## src/rtl/xmit_pkg.sv

```systemverilog
// Shared definitions for the xmit scheduler: FSM encoding, length width,
// control-block field positions and the frame-length legality check.
package xmit_pkg;

    localparam int XMIT_LEN_W = 12;

    // Field positions of the two frame lengths inside the 24-bit control block
    localparam int CB_HI_LEN_MSB = 23;
    localparam int CB_HI_LEN_LSB = 12;
    localparam int CB_LO_LEN_MSB = 11;
    localparam int CB_LO_LEN_LSB = 0;

    localparam logic [1:0] ST_IDLE = 2'd0;
    localparam logic [1:0] ST_XFER = 2'd1;
    localparam logic [1:0] ST_DROP = 2'd2;
    localparam logic [1:0] ST_GAP  = 2'd3;

    typedef enum logic [1:0] {
        IDLE = ST_IDLE,
        XFER = ST_XFER,
        DROP = ST_DROP,
        GAP  = ST_GAP
    } xmit_state_e;

    function automatic logic len_illegal(input logic [31:0] len, input logic [31:0] max_len);
        return (len == 32'd0) || (len > max_len);
    endfunction

endpackage

```

## src/rtl/xmit_sched_arb.sv

```systemverilog
// Winner select between the two frame queues. With XMIT_STARVE_GUARD_EN
// defined, a registered counter forces a low-priority grant after a run of
// high-priority grants made while low priority was waiting.
module xmit_sched_arb
    import xmit_pkg::*;
#(
    parameter int STARVE_LIMIT = 4
) (
    input  logic clk_sys,
    input  logic reset_n,
    input  logic grant_i,
    input  logic hi_avail_i,
    input  logic lo_avail_i,
    output logic win_hi_o
);

`ifdef XMIT_STARVE_GUARD_EN
    localparam int SC_W = $clog2(STARVE_LIMIT + 1);

    logic [SC_W-1:0] starve_q, starve_d;
    logic            force_lo;

    assign force_lo = lo_avail_i && (starve_q >= SC_W'(STARVE_LIMIT));
    assign win_hi_o = hi_avail_i && !force_lo;

    // Count only high grants that bypassed a waiting low frame
    always_comb begin
        starve_d = starve_q;
        if (grant_i) begin
            if (!win_hi_o || !lo_avail_i) begin
                starve_d = '0;
            end else if (starve_q < SC_W'(STARVE_LIMIT)) begin
                starve_d = starve_q + SC_W'(1);
            end
        end
    end

    always_ff @(posedge clk_sys or negedge reset_n) begin
        if (!reset_n) begin
            starve_q <= '0;
        end else begin
            starve_q <= starve_d;
        end
    end
`else
    logic unused_arb;

    assign win_hi_o   = hi_avail_i;
    assign unused_arb = ^{clk_sys, reset_n, grant_i, lo_avail_i, (STARVE_LIMIT > 0)};
`endif

endmodule

```

## src/rtl/xmit_sched.sv

```systemverilog
// Transmit scheduler: picks a frame queue, reads its bytes toward the phy
// FIFO, drops illegal lengths and enforces the inter-frame gap.
// Optional starvation guard: XMIT_STARVE_GUARD_EN (lives in xmit_sched_arb).
module xmit_sched
    import xmit_pkg::*;
#(
    parameter int LEN_W        = XMIT_LEN_W,
    parameter int MAX_LEN      = 2047,
    parameter int IFG_CYCLES   = 12,
    parameter int STARVE_LIMIT = 4
) (
    input  logic             clk_sys,
    input  logic             reset_n,
    input  logic             hi_avail,
    input  logic [LEN_W-1:0] hi_len,
    output logic             hi_pop,
    input  logic             lo_avail,
    input  logic [LEN_W-1:0] lo_len,
    output logic             lo_pop,
    input  logic             buf_ready,
    output logic             rd_en,
    output logic             rd_sel,
    output logic             sof,
    output logic             eof,
    output logic             discard,
    output logic             busy
);

    localparam int GAP_W = (IFG_CYCLES > 1) ? $clog2(IFG_CYCLES) : 1;

    xmit_state_e      state_q, state_d;
    logic [LEN_W-1:0] cnt_q, cnt_d;
    logic [GAP_W-1:0] gap_q, gap_d;
    logic             first_q, first_d;
    logic             rd_sel_q, rd_sel_d;
    logic             hi_pop_q, hi_pop_d;
    logic             lo_pop_q, lo_pop_d;
    logic             discard_q, discard_d;
    logic             busy_q, busy_d;

    logic             grant;
    logic             win_hi;
    logic [LEN_W-1:0] win_len;
    logic             len_bad;

    assign grant = (state_q == IDLE) && (hi_avail || lo_avail);

    xmit_sched_arb #(
        .STARVE_LIMIT(STARVE_LIMIT)
    ) u_arb (
        .clk_sys   (clk_sys),
        .reset_n   (reset_n),
        .grant_i   (grant),
        .hi_avail_i(hi_avail),
        .lo_avail_i(lo_avail),
        .win_hi_o  (win_hi)
    );

    assign win_len = win_hi ? hi_len : lo_len;
    assign len_bad = len_illegal(32'(win_len), 32'(MAX_LEN));

    // Byte strobes follow buf_ready directly so a stall costs no extra cycle
    assign rd_en = (state_q == XFER) && buf_ready;
    assign sof   = rd_en && first_q;
    assign eof   = rd_en && (cnt_q == LEN_W'(1));

    assign hi_pop  = hi_pop_q;
    assign lo_pop  = lo_pop_q;
    assign discard = discard_q;
    assign rd_sel  = rd_sel_q;
    assign busy    = busy_q;

    always_comb begin
        state_d   = state_q;
        cnt_d     = cnt_q;
        gap_d     = gap_q;
        first_d   = first_q;
        rd_sel_d  = rd_sel_q;
        hi_pop_d  = 1'b0;
        lo_pop_d  = 1'b0;
        discard_d = 1'b0;
        case (state_q)
            IDLE: begin
                if (grant) begin
                    rd_sel_d = win_hi;
                    cnt_d    = win_len;
                    first_d  = 1'b1;
                    hi_pop_d = win_hi;
                    lo_pop_d = !win_hi;
                    if (len_bad) begin
                        state_d   = DROP;
                        discard_d = 1'b1;
                    end else begin
                        state_d = XFER;
                    end
                end
            end
            DROP: begin
                state_d = IDLE;
            end
            XFER: begin
                if (rd_en) begin
                    cnt_d   = cnt_q - LEN_W'(1);
                    first_d = 1'b0;
                    if (cnt_q == LEN_W'(1)) begin
                        if (IFG_CYCLES > 0) begin
                            state_d = GAP;
                            gap_d   = GAP_W'(IFG_CYCLES - 1);
                        end else begin
                            state_d = IDLE;
                        end
                    end
                end
            end
            GAP: begin
                if (gap_q == '0) begin
                    state_d = IDLE;
                end else begin
                    gap_d = gap_q - GAP_W'(1);
                end
            end
            default: begin
                state_d = IDLE;
            end
        endcase
        busy_d = (state_d != IDLE);
    end

    always_ff @(posedge clk_sys or negedge reset_n) begin
        if (!reset_n) begin
            state_q   <= IDLE;
            first_q   <= 1'b0;
            rd_sel_q  <= 1'b0;
            hi_pop_q  <= 1'b0;
            lo_pop_q  <= 1'b0;
            discard_q <= 1'b0;
            busy_q    <= 1'b0;
        end else begin
            state_q   <= state_d;
            first_q   <= first_d;
            rd_sel_q  <= rd_sel_d;
            hi_pop_q  <= hi_pop_d;
            lo_pop_q  <= lo_pop_d;
            discard_q <= discard_d;
            busy_q    <= busy_d;
        end
    end

    // Counters are always loaded before they are read, so they carry no reset
    always_ff @(posedge clk_sys) begin
        cnt_q <= cnt_d;
        gap_q <= gap_d;
    end

endmodule

```

## config.mk

```make
export PLATFORM = sky130hd
export DESIGN_NAME = xmit_sched
export DESIGN_NICKNAME = d
export VERILOG_FILES = /design/src/rtl/xmit_pkg.sv /design/src/rtl/xmit_sched_arb.sv /design/src/rtl/xmit_sched.sv
export SDC_FILE = /design/constraint.sdc
export NUM_CORES = 1
export LEC_CHECK = 0
export ABC_CLOCK_PERIOD_IN_PS = 2100
export BUFFER_PORTS_ARGS = -buffer_cell sky130_fd_sc_hd__buf_2
export CAP_MARGIN = 20
export CORE_MARGIN = 5
export CORE_UTILIZATION = 50
export DETAILED_ROUTE_END_ITERATION = 12
export GPL_TIMING_DRIVEN = 0
export PLACE_DENSITY = 0.82
export RECOVER_POWER = 25
export SLEW_MARGIN = 5
export SYNTH_ARGS = -nofsm -noshare
export SYNTH_HDL_FRONTEND = slang
export SYNTH_SLANG_ARGS = --single-unit
```

## constraint.sdc

```tcl
create_clock -name clk_sys -period 2.1 [get_ports clk_sys]
set_input_delay 0.315 -clock clk_sys [delete_from_list [all_inputs] [get_ports clk_sys]]
set_output_delay 0.315 -clock clk_sys [all_outputs]
set_load 0.1 [all_outputs]
```

After elaboration in Yosys (flattened, before gate mapping)
Cells that the tools add are included.
- eq/ne operators: 8
- reductions and logical operators: 16
- $add $sub $neg: 2
- mux-type cells: 24
- multipliers: 0
- bitwise logic cells: 0
- shifts and indexed selects: 0
- div/mod/pow operators: 0
- order comparisons: 1
- operators by type and width (kind ; number):
    12-bit 2-to-1 mux ; 3
    12-bit case mux with 2 select lines ; 1
    12-bit by 1-bit equality test with 1-bit output, second input constant ; 1
    12-bit by 11-bit > comparator with 1-bit output, second input constant ; 1
    12-bit logical NOT ; 1
    4-bit 2-to-1 mux ; 3
    12-bit by 1-bit subtractor with 12-bit output, second input constant ; 1
    2-bit 2-to-1 mux ; 5
    1-bit 2-to-1 mux ; 9
    2-bit case mux with 4 select lines ; 1
    4-bit case mux with 2 select lines ; 1
    2-bit inequality test, second input constant ; 3
    2-bit nonzero test ; 3
    2-bit equality test, second input constant ; 2
    1-bit logical AND ; 4
    4-bit logical NOT ; 1
    4-bit AND reduction ; 1
    4-bit by 1-bit subtractor with 4-bit output, second input constant ; 1
    3-bit AND reduction ; 1
    2-bit by 1-bit equality test with 1-bit output, second input constant ; 1
    2-bit logical NOT ; 1
    1-bit logical OR ; 2
    2-bit by 1-bit inequality test with 1-bit output, second input constant ; 1
    1-bit case mux with 2 select lines ; 1
    other kinds (2) ; 2
- memories kept: 0
- output and inout bits: 8
- ROM bits: 0
- RAM bits: 0
- input port bits: 29
- bits in registers: 24
- bits in latches: 0

Depth between registers and ports, before layout
Gate-level depths: netlist of the first run.
- depth in word-level cells: 7
- mapped depth: 8
- depth with buffers taken out: 6

Hierarchy
A second synthesis of the first run with hierarchy kept.
- cells, all modules: 139
- area total of the unflattened synthesis: 1471.4 um^2
- modules (own cells, without submodules) (module ; seq. area each (um^2) ; area each (um^2) ; cells each ; instances):
    xmit_sched ; 680.7 ; 1463.9 ; 138 ; 1
    xmit_sched_arb ; 0.0 ; 7.5 ; 1 ; 1

Least setup slack after synthesis of the first run
Ideal clock, no wire load.
- path kind: reg2out
- from: reg state_q[1]
- to: out sof
- stages on the path, launching flop included: 7
- setup slack: -163 ps
- arrival: 1948 ps
- data required time: 1785 ps
- buffers on the path: 2
- cells stage by stage: dfrtp_1 buf_6 nor2b_4 buf_6 nand2_4 inv_2 and2_1
- cells in the longest elaborated chain, start to end: 3
- ends and longest elaborated chain (what ; RTL line ; text):
    from (decl) ; xmit_sched.sv:31 ; xmit_state_e state_q, state_d;
    from (signal assigned) ; xmit_sched.sv:139 ; state_q <= state_d;
    2-bit by 1-bit equality test with 1-bit output ; xmit_sched.sv:63 ; assign rd_en = (state_q == XFER) && buf_ready;
    1-bit logical AND ; xmit_sched.sv:63 ;
    via rd_en ; xmit_sched.sv:21 ; output logic rd_en,
    1-bit logical AND ; xmit_sched.sv:64 ; assign sof = rd_en && first_q;
    to (decl) ; xmit_sched.sv:23 ; output logic sof,
The timed path passes the listed nets, and every way through them passes these cells.

Worst setup path after layout of the first run
- from: reg cnt_q[1]
- to: out eof
- cells in the longest elaborated chain, start to end: 2
- ends and longest elaborated chain (what ; RTL line ; text):
    from (decl) ; xmit_sched.sv:32 ; logic [LEN_W-1:0] cnt_q, cnt_d;
    from (signal assigned) ; xmit_sched.sv:151 ; cnt_q <= cnt_d;
    12-bit by 1-bit equality test with 1-bit output ; xmit_sched.sv:65 ; assign eof = rd_en && (cnt_q == LEN_W'(1));
    1-bit logical AND ; xmit_sched.sv:65 ;
    to (decl) ; xmit_sched.sv:24 ; output logic eof,
Every way passes these cells.

==> results of run 1 <==
metal layers:
metal | global-route usage | share of wire
met3 | 0.0455 | 0.058
met5 | 0 | 0
met4 | 0.0611 | 0.020
met1 | 0.210 | 0.41
met2 | 0.296 | 0.51
sequential cells by signal, indices dropped and copies added, names as in the netlist:
| name | count |
|---|---|
| first_q | 1 |
| state_q | 2 |
| hi_pop | 1 |
| cnt_q | 12 |
| rd_sel | 1 |
| busy | 1 |
| lo_pop | 1 |
| discard | 1 |
| gap_q | 4 |
worst register-to-register path: cells and delay by family, from the launching register on:
kind | cells | cell delay [ps]
AOI/OAI and AO/OA | 2 | 340
adders and majority gates | 1 | 210
buffers and inverters | 1 | 100
DFF | 1 | 470
and+or+nand+nor | 1 | 490
area by class of cell:
type	count	area, um^2	share of cell area
flip-flops and latches	24	681	0.385
clock buffers	4	26.3	0.0149
repair buffers	37	209	0.118
inverters	5	21.3	0.0120
multi-input cells	103	742	0.419
plain buffers	7	51.3	0.0290
well taps	31	38.8	0.0219
per-stage QoR:
step	power (mW)	hold slack (ps)	std cells	setup WS [ps]
after floorplan	0.643	19.4	139	150
after global placement	0.692	157	205	91.2
after detailed placement	0.701	163	205	17.1
after CTS	0.910	266	210	3.57
after global routing	0.958	251	211	8.58
final	0.916	263	211	91.0
report_power, final:
group | switching [mW] | internal, mW
clock network | 0.141 | 0.0745
registers | 0.0247 | 0.530
logic | 0.0784 | 0.0677
total | 0.244 | 0.672
logic make-up (layout without fill, tap and decap cells):
family / Yosys count / after routing / synth area share
flip-flops: 24 / 24 / 0.462
XOR/XNOR: 10 / 10 / 0.0594
AO/OA/AOI/OAI: 29 / 29 / 0.132
AND/OR/NAND/NOR: 52 / 52 / 0.211
multiplexers: 9 / 9 / 0.0611
adder cells (fa/ha/maj): 3 / 3 / 0.0255
buffers and inverters: 12 / 53 / 0.0484
synthesized netlist by cell type (all sizes together), types with 2 or more instances:
cell and n:
edfxtp 16, nor3b 2, o31a 2, nor4b 2
nor3 5, nand3 6, buf 6, dfrtp 8
nor4 4, nor2 7, nor2b 7, a22oi 3
a211oi 5, o21ai 7, a21oi 7, xor2 7
o31ai 2, nand2 11, xnor2 3, inv 5
ha 3, mux2i 9, and2 2
layout by cell type (no fill, tap or decap), drive strengths merged:
| cell | n |
|---|---|
| a211oi | 5 |
| a21o | 1 |
| a21oi | 7 |
| a22oi | 3 |
| a31o | 1 |
| and2 | 2 |
| and3 | 1 |
| and4 | 1 |
| buf | 39 |
| clkbuf | 8 |
| dfrtp | 8 |
| dlygate4sd3 | 1 |
| edfxtp | 16 |
| ha | 3 |
| inv | 5 |
| mux2i | 9 |
| nand2 | 11 |
| nand2b | 1 |
| nand3 | 6 |
| nand3b | 1 |
| nand4b | 1 |
| nor2 | 7 |
| nor2b | 7 |
| nor3 | 5 |
| nor3b | 2 |
| nor4 | 4 |
| nor4b | 2 |
| o21ai | 7 |
| o21bai | 1 |
| o31a | 2 |
| o31ai | 2 |
| or3b | 1 |
| xnor2 | 3 |
| xor2 | 7 |
final timing paths:
check / endpoint / depth (start not counted)
worst max-delay path: eof / 5
worst max register to register: cnt_q[6]$_DFFE_PP_ / 5
max in group asynchronous: first_q$_DFFE_PN0P_ / 2
worst min register to register: rd_sel$_DFFE_PN0P_ / 1
min in group asynchronous: discard$_DFF_PN0_ / 2
worst min-delay path: lo_pop$_DFF_PN0_ / 2
what timing repair did:
| item | CTS | global route |
|---|---|---|
| endpoints found under the hold margin | 8 | 0 |
| setup buffers | 0 | 1 |
| setup endpoints to repair | 1 | 2 |
| gates resized for setup | 3 | 5 |
| hold buffers | 1 | 0 |
==> results.sh, run 1 <==
export IMPL_status="complete, no violations"
export IMPL_die_h_um=64.3
export IMPL_setup_worst_path_start="cnt_q[1]$_DFFE_PP_"
export IMPL_numPortBuffers=35
export IMPL_path_max_fanout=3
export IMPL_drive_gt1_frac=0.300
export IMPL_synth_area_per_cell_um2=10.6
export IMPL_crit_slowest_cell="edfxtp_1"
export IMPL_netlist_area_mm2=0.00147
export IMPL_grt_max_degree=14
export IMPL_rsz0062_at_grt="no"
export IMPL_path_class="flop to output pin"
export IMPL_endpoint_kind="output pin"
export IMPL_maxSlewViolCount=0
export IMPL_setup_tns_ps=0
export IMPL_syn2layout_area_growth_pct=20.0
export IMPL_htreeDepth=1
export IMPL_seq_area_frac_synth=0.462
export IMPL_final_nets=213
export IMPL_worst_ep_arrival_time_ps=1690
export IMPL_fp_dieW_um=64.3
export IMPL_timing_final_crit_share=0.957
export IMPL_cts_made_buffers=3
export IMPL_grt_pass1_wl_mm=5.73
export IMPL_rows=19
export IMPL_postRouteWirelength_mm=3.42
export IMPL_clock_latency_ps=320
export IMPL_skew_ps=3.83
export IMPL_start_util=0.530
export IMPL_die_area_mm2=0.00413
export IMPL_pin_count=37
export IMPL_dpl_cell_area_mm2=0.00169
export IMPL_n_fill_cell=222
export IMPL_hp_class="primary input to flop"
export IMPL_worst_slew_pin_slew_ps=568
export IMPL_synth_edf_count=16
export IMPL_synthTopCellsByArea="edfxtp_1, dfrtp_1, mux2i_1"
export IMPL_root_buffer="clkbuf_4"
export IMPL_grt_overflow=0
export IMPL_slowest_delay_ps=440
export IMPL_core_area_mm2=0.00278
export IMPL_hold_viol=0
export IMPL_antenna_cells=0
export IMPL_vdd_ir_drop_worst_uv=536
export IMPL_regToRegSetupSlack_ps=240
export IMPL_via_per_inst=5.80
export IMPL_slew_headroom=0.617
export IMPL_cp_start_kind="flop"
export IMPL_async_reset_ff_frac=0.333
export IMPL_numClockSinks=24
export IMPL_synth_cell_types=39
export IMPL_drcViolationCount=0
export IMPL_yosys_area_top_type="edfxtp_1"
export IMPL_ys_flop_type="edfxtp_1"
export IMPL_crit_chain="inv_1, ha_1, nor4b_2, and4_4, buf_12"
export IMPL_cts_clk_slew_worst_paths_ps=130
export IMPL_synth_warnings=0
export IMPL_grt_pass1_vias=1269
export IMPL_firstDrtPassIters=4
export IMPL_fmax_mhz=498
export IMPL_leakagePower_nw=0.763
export IMPL_cp_num_buf_inv=2
export IMPL_fin_crit_ps=2010
export IMPL_detail_route_iter0_violations=49
export IMPL_grt_antenna_before_repair=0
export IMPL_clockBufferDepth=2
export IMPL_vias=1224
export IMPL_finalSetupViolCount=0
export IMPL_synth_top_area_share=0.326
export IMPL_syn_num_nets=171
export IMPL_wire_per_inst_um=16.2
export IMPL_dp_hpwl_mm=2.70
export IMPL_cts_tree="yes"
export IMPL_place_congestion=0.844
export IMPL_crit_family="simple AND/OR/NAND/NOR gates"
export IMPL_worstHoldStart="lo_avail"
export IMPL_synth_cells=139
export IMPL_ys_seq_elements=24
export IMPL_grtUsageTotal=0.174
export IMPL_required_ps=1780
export IMPL_r2r_start="cnt_q[0]$_DFFE_PP_"
export IMPL_cap_violations=0
export IMPL_final_core_util=0.636
export IMPL_p_per_area_mw_per_mm2=518
export IMPL_final_cell_area_mm2=0.00177
export IMPL_ant_nets=0
No activity file was read; power rests on OpenSTA's default activity.
==> run 2, diff against run 1 <==
--- a/config.mk
+++ b/config.mk
@@ -8,11 +8,13 @@
 export ABC_CLOCK_PERIOD_IN_PS = 2100
 export BUFFER_PORTS_ARGS = -buffer_cell sky130_fd_sc_hd__buf_2
 export CAP_MARGIN = 20
+export CELL_PAD_IN_SITES_DETAIL_PLACEMENT = 0
+export CELL_PAD_IN_SITES_GLOBAL_PLACEMENT = 1
 export CORE_MARGIN = 5
-export CORE_UTILIZATION = 50
+export CORE_UTILIZATION = 40
 export DETAILED_ROUTE_END_ITERATION = 12
 export GPL_TIMING_DRIVEN = 0
-export PLACE_DENSITY = 0.82
+export PLACE_DENSITY = 0.84
 export RECOVER_POWER = 25
 export SLEW_MARGIN = 5
 export SYNTH_ARGS = -nofsm -noshare
==> run 2 against run 1 <==
Compared with the run above: fmax up 3.0%; sequential power about the same; core utilization is 13 points lower; via count shrank 3.9%; clock skew shrank 2.0 ps; cell count grew 7.6%; clock-buffer cell count is the same; critical endpoint is now sof.
==> results.sh, run 2 (synthesis gave the netlist of run 1 again) <==
export IMPL_die_area_mm2=0.00500
export IMPL_cap_violations=0
export IMPL_fp_dieW_um=70.7
export IMPL_p_per_area_mw_per_mm2=585
export IMPL_dp_hpwl_mm=2.58
export IMPL_route_met3_wl_um=122
export IMPL_wire_per_inst_um=14.5
export IMPL_drcViolationCount=0
export IMPL_fmax_mhz=513
export IMPL_largest_reg_flops=12
export IMPL_place_congestion=0.789
export IMPL_core_area_mm2=0.00361
export IMPL_setup_tns_ps=0
export IMPL_clockBufferDepth=2
export IMPL_rows=22
export IMPL_top_regs="cnt_q (12), gap_q (4), state_q (2)"
export IMPL_path_max_fanout=10
export IMPL_postRouteWirelength_mm=3.29
export IMPL_root_buffer="clkbuf_8"
export IMPL_routed_top_layer="met4"
export IMPL_cts_clk_slew_worst_paths_ps=90
export IMPL_drive_gt1_frac=0.302
export IMPL_finalSetupViolCount=0
export IMPL_final_core_util=0.501
export IMPL_final_common_cell="buf_2"
export IMPL_grt_antenna_before_repair=0
export IMPL_final_nets=212
export IMPL_timing_final_crit_share=0.929
export IMPL_maxSlewViolCount=0
export IMPL_hold_viol=0
export IMPL_antenna_cells=0
export IMPL_numPortBuffers=35
export IMPL_grt_pass1_wl_mm=5.48
export IMPL_htreeDepth=1
export IMPL_pwr_share_comb=0.133
export IMPL_pin_count=37
export IMPL_start_util=0.409
export IMPL_grt_pass1_vias=1216
export IMPL_detail_route_iter0_violations=55
export IMPL_cts_made_buffers=3
export IMPL_grt_max_degree=15
export IMPL_top_register="cnt_q"
export IMPL_firstDrtPassIters=4
export IMPL_grt_overflow=0
export IMPL_hp_class="primary input to flop"
export IMPL_required_ps=1780
export IMPL_post_cts_buffers=0
export IMPL_path_class="flop to output pin"
export IMPL_dr_wl_met2_mm=1.61
export IMPL_p_switching_mw=0.256
export IMPL_ant_nets=0
export IMPL_mostFrequentLayoutCells="buf_2, edfxtp_1, nand2_1, mux2i_1, dfrtp_1"
export IMPL_grtUsageTotal=0.135
export IMPL_pwr_share_seq=0.522
export IMPL_clock_latency_ps=270
export IMPL_regToRegSetupSlack_ps=260
export IMPL_vias=1176
export IMPL_endpoint_kind="output pin"
export IMPL_wl_met1_mm=1.50
export IMPL_leakagePower_nw=0.773
export IMPL_die_h_um=70.7
export IMPL_via_per_inst=5.18
export IMPL_skew_ps=1.81
export IMPL_worst_slew_pin_slew_ps=530
export IMPL_cp_start_kind="flop"
export IMPL_rsz0062_at_grt="no"
export IMPL_p_int_mw=0.801
export IMPL_syn2layout_area_growth_pct=22.7
export IMPL_switching_share=0.242
export IMPL_fin_crit_ps=1950
export IMPL_worst_ep_arrival_time_ps=1640
export IMPL_vdd_ir_drop_worst_uv=324
export IMPL_status="complete, no violations"
export IMPL_cts_tree="yes"
export IMPL_clock_power_share=0.345
export IMPL_numClockSinks=24
export IMPL_slew_headroom=0.643
## run 2: area by class of cell
type,instances,area (um^2)
Multi-Input combinational cell,103,736
Tap cell,48,60.1
Timing Repair Buffer,36,193
Inverter,5,21.3
Sequential cell,24,681
Fill cell,320,1800
Clock buffer,4,66.3
Buffer,7,51.3
## run 2: routing by layer
| metal | vias to the layer above | global-route usage |
|---|---|---|
| met2 | 37 | 0.227 |
| met5 | - | 0 |
| met4 | 0 | 0.0501 |
| li1 | 591 | - |
| met1 | 544 | 0.179 |
| met3 | 4 | 0.0142 |
## run 2: critical path, stage by stage (launching register included)
cell      delay [ps]
dfrtp_1          380
buf_6            140
nor2b_4          110
buf_6            160
nand2_4           70
inv_4             60
and2_2           130
clkbuf_4         320
## run 2: path summary, 6_finish.rpt
check                                     start             endpoint  depth (start not counted)
setup / recovery           state_q[1]$_DFF_PN0_                  sof                          7
hold / removal                         lo_avail   rd_sel$_DFFE_PN0P_                          3
setup reg to reg             cnt_q[0]$_DFFE_PP_  cnt_q[10]$_DFFE_PP_                          6
hold reg to reg             first_q$_DFFE_PN0P_  first_q$_DFFE_PN0P_                          2
max in group asynchronous               reset_n  first_q$_DFFE_PN0P_                          2
min in group asynchronous               reset_n    discard$_DFF_PN0_                          2
## run 2: metrics by stage
step / cell area [um^2] / worst slack [ps] / power (mW) / hold WS, ps / cells
finish: 1810 / 150 / 1.06 / 329 / 227
global placement: 1710 / 71.1 / 0.695 / 160 / 222
floorplan: 1480 / 150 / 0.643 / 19.4 / 139
CTS: 1800 / 5.95 / 1.06 / 323 / 227
global route: 1810 / 55.4 / 1.10 / 323 / 227
detailed placement: 1710 / 49.7 / 0.699 / 165 / 222
## run 2: timing repair
| item | in CTS | in global routing |
|---|---|---|
| hold buffers | 1 | 0 |
| pin swaps | 0 | 0 |
| setup endpoints to repair | 1 | 2 |
| gates resized for setup | 2 | 3 |
| endpoints found under the hold margin | 8 | 0 |
## run 2: power groups by stage
stage,logic (mW),clock network (mW),registers [mW]
6_report,0.141,0.365,0.552
5_1_grt,0.157,0.387,0.556
4_1_cts,0.141,0.372,0.550
3_5_place_dp,0.139,0,0.560
3_3_place_gp,0.136,0,0.559
2_1_floorplan,0.0876,0,0.556
